[src/rtl/alu_out_stage.sv]
// Registered ALU output stage: captures result/op, computes per-beat NZCV, keeps the architectural flag register.
// Latency 1 cycle; ALU_OUT_SKID_EN selects a 2-entry skid (registered in_ready), default is a single register.
// Backpressure: skid build stalls only when both entries are full; default build passes out_ready through to in_ready.
module alu_out_stage #(
  parameter int N = 8
) (
  input  logic         clk,
  input  logic         rst_n,
  input  logic         in_valid,
  output logic         in_ready,
  input  logic [N-1:0] result,
  input  logic [2:0]   op,
  input  logic         c_in,
  input  logic         v_in,
  input  logic         set_flags,
  output logic         out_valid,
  input  logic         out_ready,
  output logic [N-1:0] out_result,
  output logic [2:0]   out_op,
  output logic [3:0]   out_nzcv,
  output logic [3:0]   flags
);

  typedef struct packed {
    logic [N-1:0] res;
    logic [2:0]   op;
    logic [3:0]   nzcv;
    logic         sf;
  } beat_t;

`ifdef ALU_OUT_SKID_EN
  typedef enum logic [1:0] {S_EMPTY = 2'd0, S_ONE = 2'd1, S_TWO = 2'd2} state_t;
`else
  typedef enum logic {S_EMPTY = 1'b0, S_ONE = 1'b1} state_t;
`endif

  state_t r_state;
  state_t w_state_nxt;
  beat_t  r_out;
  beat_t  w_in_beat;
  logic [3:0] r_flags;
  logic   w_in_hs;
  logic   w_out_hs;
  logic   w_load_out;

  // Flags are fixed at capture so the output register never sits on a compare path.
  always_comb begin
    w_in_beat      = '0;
    w_in_beat.res  = result;
    w_in_beat.op   = op;
    w_in_beat.nzcv = {result[N-1], (result == '0), c_in, v_in};
    w_in_beat.sf   = set_flags;
  end

  assign out_valid  = (r_state != S_EMPTY);
  assign w_in_hs    = in_valid && in_ready;
  assign w_out_hs   = out_valid && out_ready;
  assign out_result = r_out.res;
  assign out_op     = r_out.op;
  assign out_nzcv   = r_out.nzcv;
  assign flags      = r_flags;

`ifdef ALU_OUT_SKID_EN
  beat_t r_skid;
  logic  w_load_skid;
  logic  w_skid_to_out;

  // in_ready decodes only the state register, so out_ready never reaches it.
  assign in_ready = (r_state != S_TWO);

  always_comb begin
    w_state_nxt   = r_state;
    w_load_out    = 1'b0;
    w_load_skid   = 1'b0;
    w_skid_to_out = 1'b0;
    case (r_state)
      S_EMPTY: begin
        if (w_in_hs) begin
          w_state_nxt = S_ONE;
          w_load_out  = 1'b1;
        end
      end
      S_ONE: begin
        if (w_in_hs && w_out_hs) begin
          w_load_out = 1'b1;
        end else if (w_in_hs) begin
          w_state_nxt = S_TWO;
          w_load_skid = 1'b1;
        end else if (w_out_hs) begin
          w_state_nxt = S_EMPTY;
        end
      end
      S_TWO: begin
        if (w_out_hs) begin
          w_state_nxt   = S_ONE;
          w_skid_to_out = 1'b1;
        end
      end
      default: w_state_nxt = S_EMPTY;
    endcase
  end

  always_ff @(posedge clk or negedge rst_n) begin
    if (!rst_n) begin
      r_skid <= '0;
    end else if (w_load_skid) begin
      r_skid <= w_in_beat;
    end
  end

  always_ff @(posedge clk or negedge rst_n) begin
    if (!rst_n) begin
      r_out <= '0;
    end else if (w_load_out) begin
      r_out <= w_in_beat;
    end else if (w_skid_to_out) begin
      r_out <= r_skid;
    end
  end
`else
  assign in_ready = !out_valid || out_ready;

  // An accept while full implies out_ready, so the held beat leaves on the same edge.
  always_comb begin
    w_state_nxt = r_state;
    w_load_out  = 1'b0;
    if (w_in_hs) begin
      w_state_nxt = S_ONE;
      w_load_out  = 1'b1;
    end else if (w_out_hs) begin
      w_state_nxt = S_EMPTY;
    end
  end

  always_ff @(posedge clk or negedge rst_n) begin
    if (!rst_n) begin
      r_out <= '0;
    end else if (w_load_out) begin
      r_out <= w_in_beat;
    end
  end
`endif

  always_ff @(posedge clk or negedge rst_n) begin
    if (!rst_n) begin
      r_state <= S_EMPTY;
    end else begin
      r_state <= w_state_nxt;
    end
  end

  // Only departing beats touch the flag register, which keeps updates in program order.
  always_ff @(posedge clk or negedge rst_n) begin
    if (!rst_n) begin
      r_flags <= 4'b0000;
    end else if (w_out_hs && r_out.sf) begin
      r_flags <= r_out.nzcv;
    end
  end

endmodule

[config.mk]
export PLATFORM = sky130hd
export DESIGN_NAME = alu_out_stage
export DESIGN_NICKNAME = d
export VERILOG_FILES = /design/src/rtl/alu_out_stage.sv
export SDC_FILE = /design/constraint.sdc
export NUM_CORES = 1
export LEC_CHECK = 0
export BUFFER_PORTS_ARGS = -buffer_cell sky130_fd_sc_hd__buf_2
export CAP_MARGIN = 0
export CELL_PAD_IN_SITES_DETAIL_PLACEMENT = 1
export CELL_PAD_IN_SITES_GLOBAL_PLACEMENT = 1
export CORE_UTILIZATION = 25
export DETAILED_ROUTE_END_ITERATION = 8
export PLACE_DENSITY = 0.59
export SLEW_MARGIN = 20
export SYNTH_ARGS = -nofsm -noshare
export SYNTH_HDL_FRONTEND = slang
export SYNTH_SLANG_ARGS = --single-unit
[constraint.sdc]
create_clock -name clk -period 1.7 [get_ports clk]
set_input_delay 0.085 -clock clk [delete_from_list [all_inputs] [get_ports clk]]
set_output_delay 0.085 -clock clk [all_outputs]
set_load 0.02 [all_outputs]
Word-level counts from Yosys, hierarchy flattened:

Index checks and enable logic that the tools add are counted.
W data, S select, Z words.

* register bits: 21
* input port bits: 18
* output and inout bits: 21
* logic and storage cells: 16

* muxes and demuxes: 3
* reductions and logical operators: 7

Operators with widths (count)
* $logic_not A8 Y1: 1
* $logic_and A1 B1 Y1: 3
* $mux W1: 3
* $reduce_bool A2 Y1: 1
* $logic_not A1 Y1: 1
* $logic_or A1 B1 Y1: 1

Logic depth before layout (Yosys ltp):

Gate-level depths: netlist of the first run.

* word-level depth: 4
* depth in mapped cells: 4
* gate-level depth less buffers: 3

Worst setup path before layout of the first run:

No wires, ideal clock.

* path kind: register -> register
* start: register r_state (netlist: out_valid)
* end: register r_out (netlist bit out_nzcv[0])
* setup time: 0.125 ns
* arrival: 1.171 ns
* data required time: 1.575 ns
* path slack: 0.404 ns
* cell stages (with the launch flop): 5
* buffers on the path: 1
* clock period less this slack: 1.296 ns
* path through: dfrtp_1 > nand2b_4 > nand2_4 > buf_12 > mux2_4

* longest elaborated chain between the ends: 4

RTL lines
* start, declared: line 37 `state_t r_state;`
* start signal, assigned: line 148 `r_state <= w_state_nxt;`
* $logic_not A1 Y1: line 121 `assign in_ready = !out_valid || out_ready;`
* $logic_or A1 B1 Y1: line 121
* named net in_ready: line 10 `output logic in_ready,`
* $logic_and A1 B1 Y1: line 56 `assign w_in_hs = in_valid && in_ready;`
* $mux W1: line 127 `if (w_in_hs) begin`
* end signal, assigned: line 139 `r_out <= w_in_beat;`
* end, declared: line 39 `beat_t r_out;`

The timed path passes the listed nets, and every way through them passes these cells.
A chain may end at the register's enable or synchronous reset.

Worst setup path in the final report of the first run:

* start: register r_state (netlist: out_valid)
* end: register r_out[0] (netlist name)

* longest elaborated chain between the ends: 4

RTL lines (line)
* $logic_not A1 Y1: 121
* $logic_or A1 B1 Y1: 121
* $logic_and A1 B1 Y1: 56
* $mux W1: 127

Every way passes these cells.

==> key figures, run 1 <==
Setup path
  • Required @ worst endpoint: 1.83 ns
  • WS Path Type: register to register
  • Crit end category: register
  • Reg2reg setup slack: 0.49 ns
  • Worst-path fanout max: 15
  • Crit path DAT: between 1 and 1.5 ns
  • Element type at the critical path start: register

Placed design
  • IO Port Bufs: 38
  • GPL Wtd Cong: 0.6112
  • DP HPWL: 1325 µm

STA
  • Post-Route Hold Slack: ~0.064 ns
  • Final period util: 71.07%
  • Worst relative slew slack: 70.37%
  • RSZ-0062 raised after global routing: false
  • Final setup violating endpoints: 0
  • Final Max Tran Viols: 0
  • Worst slew pin tran: 0.4444 ns
  • Final hold vios: 0
  • Clock Skew: between 0.003 and 0.004 ns
  • Minimum clock period: 1.208 ns
  • Setup TNS: 0 ns
  • Max Freq: 0.8277 GHz

Synthesis
  • Mean post-synth cell area: around 15 µm²
  • Ys Warns: 0
  • Sequential fraction of the synthesis area: 53.55%
  • Post-Syn Area: 934.6 µm²
  • Syn nets: 82
  • Cells after synthesis: 64
  • Synth area leaders: dfrtp_1 54%, mux2_4 14%, buf_4 12%
  • Synthesized flop and latch total: 20
  • Post-synth top area cell: dfrtp_1
  • Post-synth top area share: 53.55%
  • Yosys cell types: 14

Clock network
  • Num CTS Buffers: 3
  • Clk root buf: clkbuf_8
  • Clock latency on the worst-skew pair: between 0.2 and 0.3 ns
  • Resize count post-CTS: 0
  • Worst-path clk slew: 0.07 ns
  • CTS tree: built
  • Clock Sinks: 20
  • Bufs on Longest Clock Path: 2
  • CTS H-tree lvls: 1

Floorplan
  • Initial Util: 26.95%
  • Die X: 63.15 µm
  • # rows: 21
  • Die Y: 63.15 µm
  • Die ar.: between 3000 and 4000 µm²
  • Core area: 3468 µm²
  • Num ports: 39

Hold path
  • Hold Crit Class: primary input to register

Global route
  • Pin count of the biggest net entering global routing: 21
  • Initial antenna violation count: 0
  • Vias in the first global route: around 600
  • Grt total ovfl: 0
  • GRT Total Usage: 9.483%
  • First-pass GRT wire length: 2870 µm

Power and ir drop
  • Maximum VDD drop: between 0.2 and 0.3 mV
  • Clk pwr share: around a third
  • Sw Share: 26.96%
  • Pwr dens: 1240 nW/µm²
  • Static leakage: 0.5734 nW
  • Seq pwr share: 42.5%
  • NetSw: 0.0003780 W
  • Pint: between 0.001 and 0.0015 W
  • Comb pwr share: about a quarter

Layout
  • Syn-to-layout area delta: 21.02%
  • Layout cells sized above 1: between 60 and 70%
  • Number of diodes: 0
  • Layout Nets: 110

Route
  • DRC: 0
  • 1st-iter DRT viols: 24
  • Post-DRT Antenna Nets: 0
  • DRT Wirelength: 1728 µm
  • DR vias: 557
  • Routed WL per cell: 12.61 µm
  • DR pass1 iterations: 4
  • Vias per inst: ~4.1

Status
  • Status: finished, final reports clean

Run
  • Max cap viols: 0
## cell usage in the layout (no fill, tap or decap)
cell            n
buf_2          38
dfrtp_1        20
mux2_4          9
mux2_2          8
clkbuf_8        3
nor4_1          2
nand2_1         2
nand2b_4        1
nand2_4         1
inv_1           1
mux2i_1         1
nand3_1         1
o21ai_0         1
or2b_1          1
bufinv_16       1
dlygate4sd3_1   1
## sequential cells by signal, indices dropped and copies added (netlist names)
name / count
out_result: 8
flags: 4
out_nzcv: 3
out_op: 3
out_valid: 1
r_out: 1
## cell usage after synthesis
library cell / count
inv_1: 1
buf_4: 15
mux2_2: 8
nor4_1: 2
mux2_4: 9
nand2_1: 2
dfrtp_1: 20
o21ai_0: 1
buf_12: 1
mux2i_1: 1
nand2b_4: 1
nand3_1: 1
nand2_4: 1
or2b_1: 1
## routing by layer
metal,vias to the layer above,track usage (%),share of wire [%]
li1,253,-,-
met5,-,0,0
met4,0,4.360,1.7
met3,2,2.355,5.1
met2,23,15.19,50
met1,279,11.90,43
## critical path: stages, from the launching register on
cell and delay (ns):
dfrtp_1 0.40, nand2b_4 0.08, nand2_4 0.23, mux2_2 0.38
## power groups by stage
stage                     logic (W)  registers, W  clock network, W
final                      0.000344      0.000596          0.000462
after global routing       0.000365      0.000608          0.000490
after CTS                  0.000349      0.000598          0.000473
after detailed placement   0.000346      0.000608                 0
after global placement     0.000340      0.000602                 0
after floorplan            0.000261      0.000634                 0
## kinds of logic after synthesis
family                 after synthesis  synth area share, %
AND/OR/NAND/NOR                      8                6.157
multiplexers                        18                25.17
flip-flops                          20                53.55
buffers and inverters               17                14.59
AO/OA/AOI/OAI                        1               0.5350
## final cells by class
class | instances | area, µm²
Fill cell | 400 | 2337
Sequential cell | 20 | 500.5
Clock buffer | 3 | 41.29
Clock inverter | 1 | 30.03
Tap cell | 46 | 57.56
Inverter | 1 | 3.754
Multi-Input combinational cell | 27 | 297.8
Timing Repair Buffer | 39 | 200.2
## through the flow
stage / instances / instance area (µm²) / setup slack [ns] / util [%] / power [W]
2_1_floorplan: 64 / 934.6 / 0.4039 / - / 0.0008951
3_3_place_gp: 132 / 1050 / 0.5417 / 30.27 / 0.0009424
3_5_place_dp: 132 / 1050 / 0.4909 / 30.27 / 0.0009533
4_1_cts: 137 / 1131 / 0.4898 / 32.61 / 0.001420
5_1_grt: 137 / 1131 / 0.4433 / 32.61 / 0.001463
6_report: 137 / 1131 / 0.4919 / 32.61 / 0.001402
## worst paths after layout
kind,from,to,cells after the start
min in group asynchronous,rst_n,out_result[0],2
max reg2reg,out_valid,r_out[0],3
min,op[0],out_op[0],2
max,out_valid,r_out[0],3
max in group asynchronous,rst_n,out_nzcv[1],2
min reg2reg,flags[2],flags[2],2
## repair_timing
item,4_1_cts,5_1_grt
hold buffers,1,0
hold endpoints to repair,20,0
setup buffers,0,0
(Power assumes the default switching activity.)
==> run 2: changes to the inputs <==
Settings changed: PLACE_DENSITY 0.59 to 0.61.
Clock period 1.7 ns to 1.1 ns, I/O delays scaled along.
==> run 2 against run 1 <==
  * Final cell count grew 2.2%
  * Critical path type unchanged
  * Largest power group unchanged
  * Clock power grew 20%
  * Final area grew 2.4%
  * Die area is the same
  * Sequential cell count is the same
  * Wire length grew 3.0%
  * Sequential share of layout area shrank 0.94 points
==> key figures, run 2 (same netlist as run 1, synthesis figures left out) <==
Setup path
  • Element type at the critical path start: register (unchanged)
  • Delay of the slowest critical-path stage: 0.40 ns (about the same)
  • Reg2reg setup slack: 0.01 ns (was 0.49 ns)
  • Critical path's slowest cell: dfrtp_2 (was dfrtp_1)
  • Worst-path fanout max: 15 (unchanged)
  • R2r worst-path depth: 3 (unchanged)
  • WS Path Type: register to register (unchanged)
  • Crit path DAT: 1.23 ns (was 1.34 ns)
  • CP cell instances: nand2b_4 > nand2_8 > mux2_2 (was nand2b_4 > nand2_4 > mux2_2)
  • Required @ worst endpoint: 1.24 ns (was 1.83 ns)
  • Crit end category: register (unchanged)

STA
  • Final hold vios: 0 (unchanged)
  • RSZ-0062 raised after global routing: true (was false)
  • Final period util: 98.92% (was 71.07%)
  • Final Max Tran Viols: 0 (unchanged)
  • Setup TNS: 0 ns (unchanged)
  • Worst relative slew slack: 69.65% (was 70.37%)
  • Worst slew pin tran: 0.4552 ns (was 0.4444 ns)
  • Clock Skew: 0.006367 ns (was 0.003422 ns)
  • Post-Route Hold Slack: 0.03393 ns (was 0.06383 ns)
  • Max Freq: 0.9190 GHz (was 0.8277 GHz)
  • Final setup violating endpoints: 0 (unchanged)
  • Minimum clock period: 1.088 ns (was 1.208 ns)

Run
  • Max cap viols: 0 (unchanged)

Clock network
  • Num CTS Buffers: 3 (unchanged)
  • Clock latency on the worst-skew pair: 0.26 ns (was 0.25 ns)
  • Postcts setup bufs: 0 (unchanged)
  • CTS H-tree lvls: 1 (unchanged)
  • CTS tree: built (unchanged)
  • Worst-path clk slew: 0.08 ns (was 0.07 ns)
  • Clock Sinks: 20 (unchanged)
  • Bufs on Longest Clock Path: 2 (unchanged)
  • Clk root buf: clkbuf_8 (unchanged)

Layout
  • Number of diodes: 0 (unchanged)
  • Most common cell after layout, fill and taps aside: buf_2 (unchanged)
  • Fillers: 403 (was 400)
  • Commonest cells after routing, fill and taps aside: 37 x buf_2, 19 x dfrtp_1, 9 x mux2_4 (was 38 x buf_2, 20 x dfrtp_1, 9 x mux2_4)
  • Syn-to-layout area delta: 23.96% (was 21.02%)
  • Layout cells sized above 1: 70.21% (was 67.03%)
  • Layout Nets: 113 (was 110)
  • Max reg flops: 8 (unchanged)

Floorplan
  • # rows: 21 (unchanged)
  • Num ports: 39 (unchanged)
  • Die X: 63.15 µm (unchanged)
  • Initial Util: 26.95% (unchanged)
  • Die ar.: 3987 µm² (unchanged)
  • Core area: 3468 µm² (unchanged)
  • Die Y: 63.15 µm (unchanged)

Global route
  • Vias in the first global route: 613 (was 611)
  • Initial antenna violation count: 0 (unchanged)
  • GRT Total Usage: 10.24% (was 9.483%)
  • First-pass GRT wire length: 3077 µm (was 2870 µm)
  • Pin count of the biggest net entering global routing: 21 (unchanged)
  • Grt total ovfl: 0 (unchanged)

Route
  • 1st-iter DRT viols: 25 (was 24)
  • DR vias: 578 (was 557)
  • DRT Wirelength: 1780 µm (was 1728 µm)
  • Vias per inst: 4.129 (was 4.066)
  • DR pass1 iterations: 4 (unchanged)
  • Routed WL per cell: 12.71 µm (was 12.61 µm)
  • Post-DRT Antenna Nets: 0 (unchanged)
  • DRC: 0 (unchanged)

Placed design
  • GPL Wtd Cong: 0.6729 (was 0.6112)
  • IO Port Bufs: 38 (unchanged)
  • DP HPWL: 1362 µm (was 1325 µm)

Power and ir drop
  • Pwr dens: 1747 nW/µm² (was 1240 nW/µm²)
  • Maximum VDD drop: 0.5233 mV (was 0.2901 mV)
  • Static leakage: 0.5820 nW (was 0.5734 nW)

Hold path
  • Hold path depth: 2 (unchanged)
  • Hold Crit Class: primary input to register (unchanged)

Status
  • Status: finished, final reports clean (unchanged)
## run 2: cell types whose count changed in the layout (fill, tap and decap cells not counted)
| cell | change |
|---|---|
| buf_4 | +3 |
| nand3_1 | -1 |
| dfrtp_1 | -1 |
| buf_6 | +1 |
| clkbuf_8 | +1 |
| nand3_2 | +1 |
| nand2_8 | +1 |
| buf_2 | -1 |
| bufinv_16 | -1 |
| nand2_4 | -1 |
| dfrtp_2 | +1 |
## run 2: area by class of cell
cell class	count	area [µm²]	share of cell area, %
multi-input combinational	27	311.5	26.89
timing repair buffer	42	229.0	19.76
clock buffer	4	55.05	4.752
inverter	1	3.754	0.3240
sequential	20	501.7	43.30
tap	46	57.56	4.968
## run 2: critical path, delay by kind of cell (launching register included)
kind	cells	cell delay, ns
DFF	1	0.40
muxes	1	0.34
and+or+nand+nor	2	0.23
## run 2: timing repair
item,4_1_cts,5_1_grt
cloned,0,0
setup endpoints to repair,17,15
gates resized for setup,3,1
hold buffers,1,0
endpoints found under the hold margin,20,0
## run 2: path summary, 6_finish.rpt
path | from | end
worst max-delay path | out_valid | out_op[1]
max in group asynchronous | rst_n | out_valid
worst min register to register | flags[1] | flags[1]
worst max register to register | out_valid | out_op[1]
min in group asynchronous | rst_n | out_result[5]
worst min-delay path | op[2] | out_op[2]
## run 2: where the power goes
part           leakage, nW  switching (W)  internal, W
clock network       0.0288       0.000235     0.000318
registers            0.237      0.0000647     0.000856
logic                0.316       0.000293     0.000257
total                0.582       0.000592      0.00143
## run 2: layer usage
metal / part of all wire, % / up-vias / global-route usage (%)
met5: 0 / - / 0
met4: 0 / 0 / 4.360
met3: 5.2 / 0 / 3.623
met2: 53 / 24 / 16.94
met1: 42 / 293 / 11.86
li1: - / 261 / -
## run 2: per-stage QoR
| step | std cells | power [W] | cell area [µm²] | setup WS [ns] | util [%] |
|---|---|---|---|---|---|
| 6_report | 140 | 0.002024 | 1159 | 0.01189 | 33.41 |
| 5_1_grt | 140 | 0.002153 | 1159 | -0.03559 | 33.41 |
| 4_1_cts | 140 | 0.002060 | 1155 | -0.004224 | 33.30 |
| 3_5_place_dp | 135 | 0.001484 | 1074 | -0.06302 | 30.95 |
| 3_3_place_gp | 135 | 0.001466 | 1074 | -0.02679 | 30.95 |
| 2_1_floorplan | 64 | 0.001384 | 935.9 | -0.1336 | - |
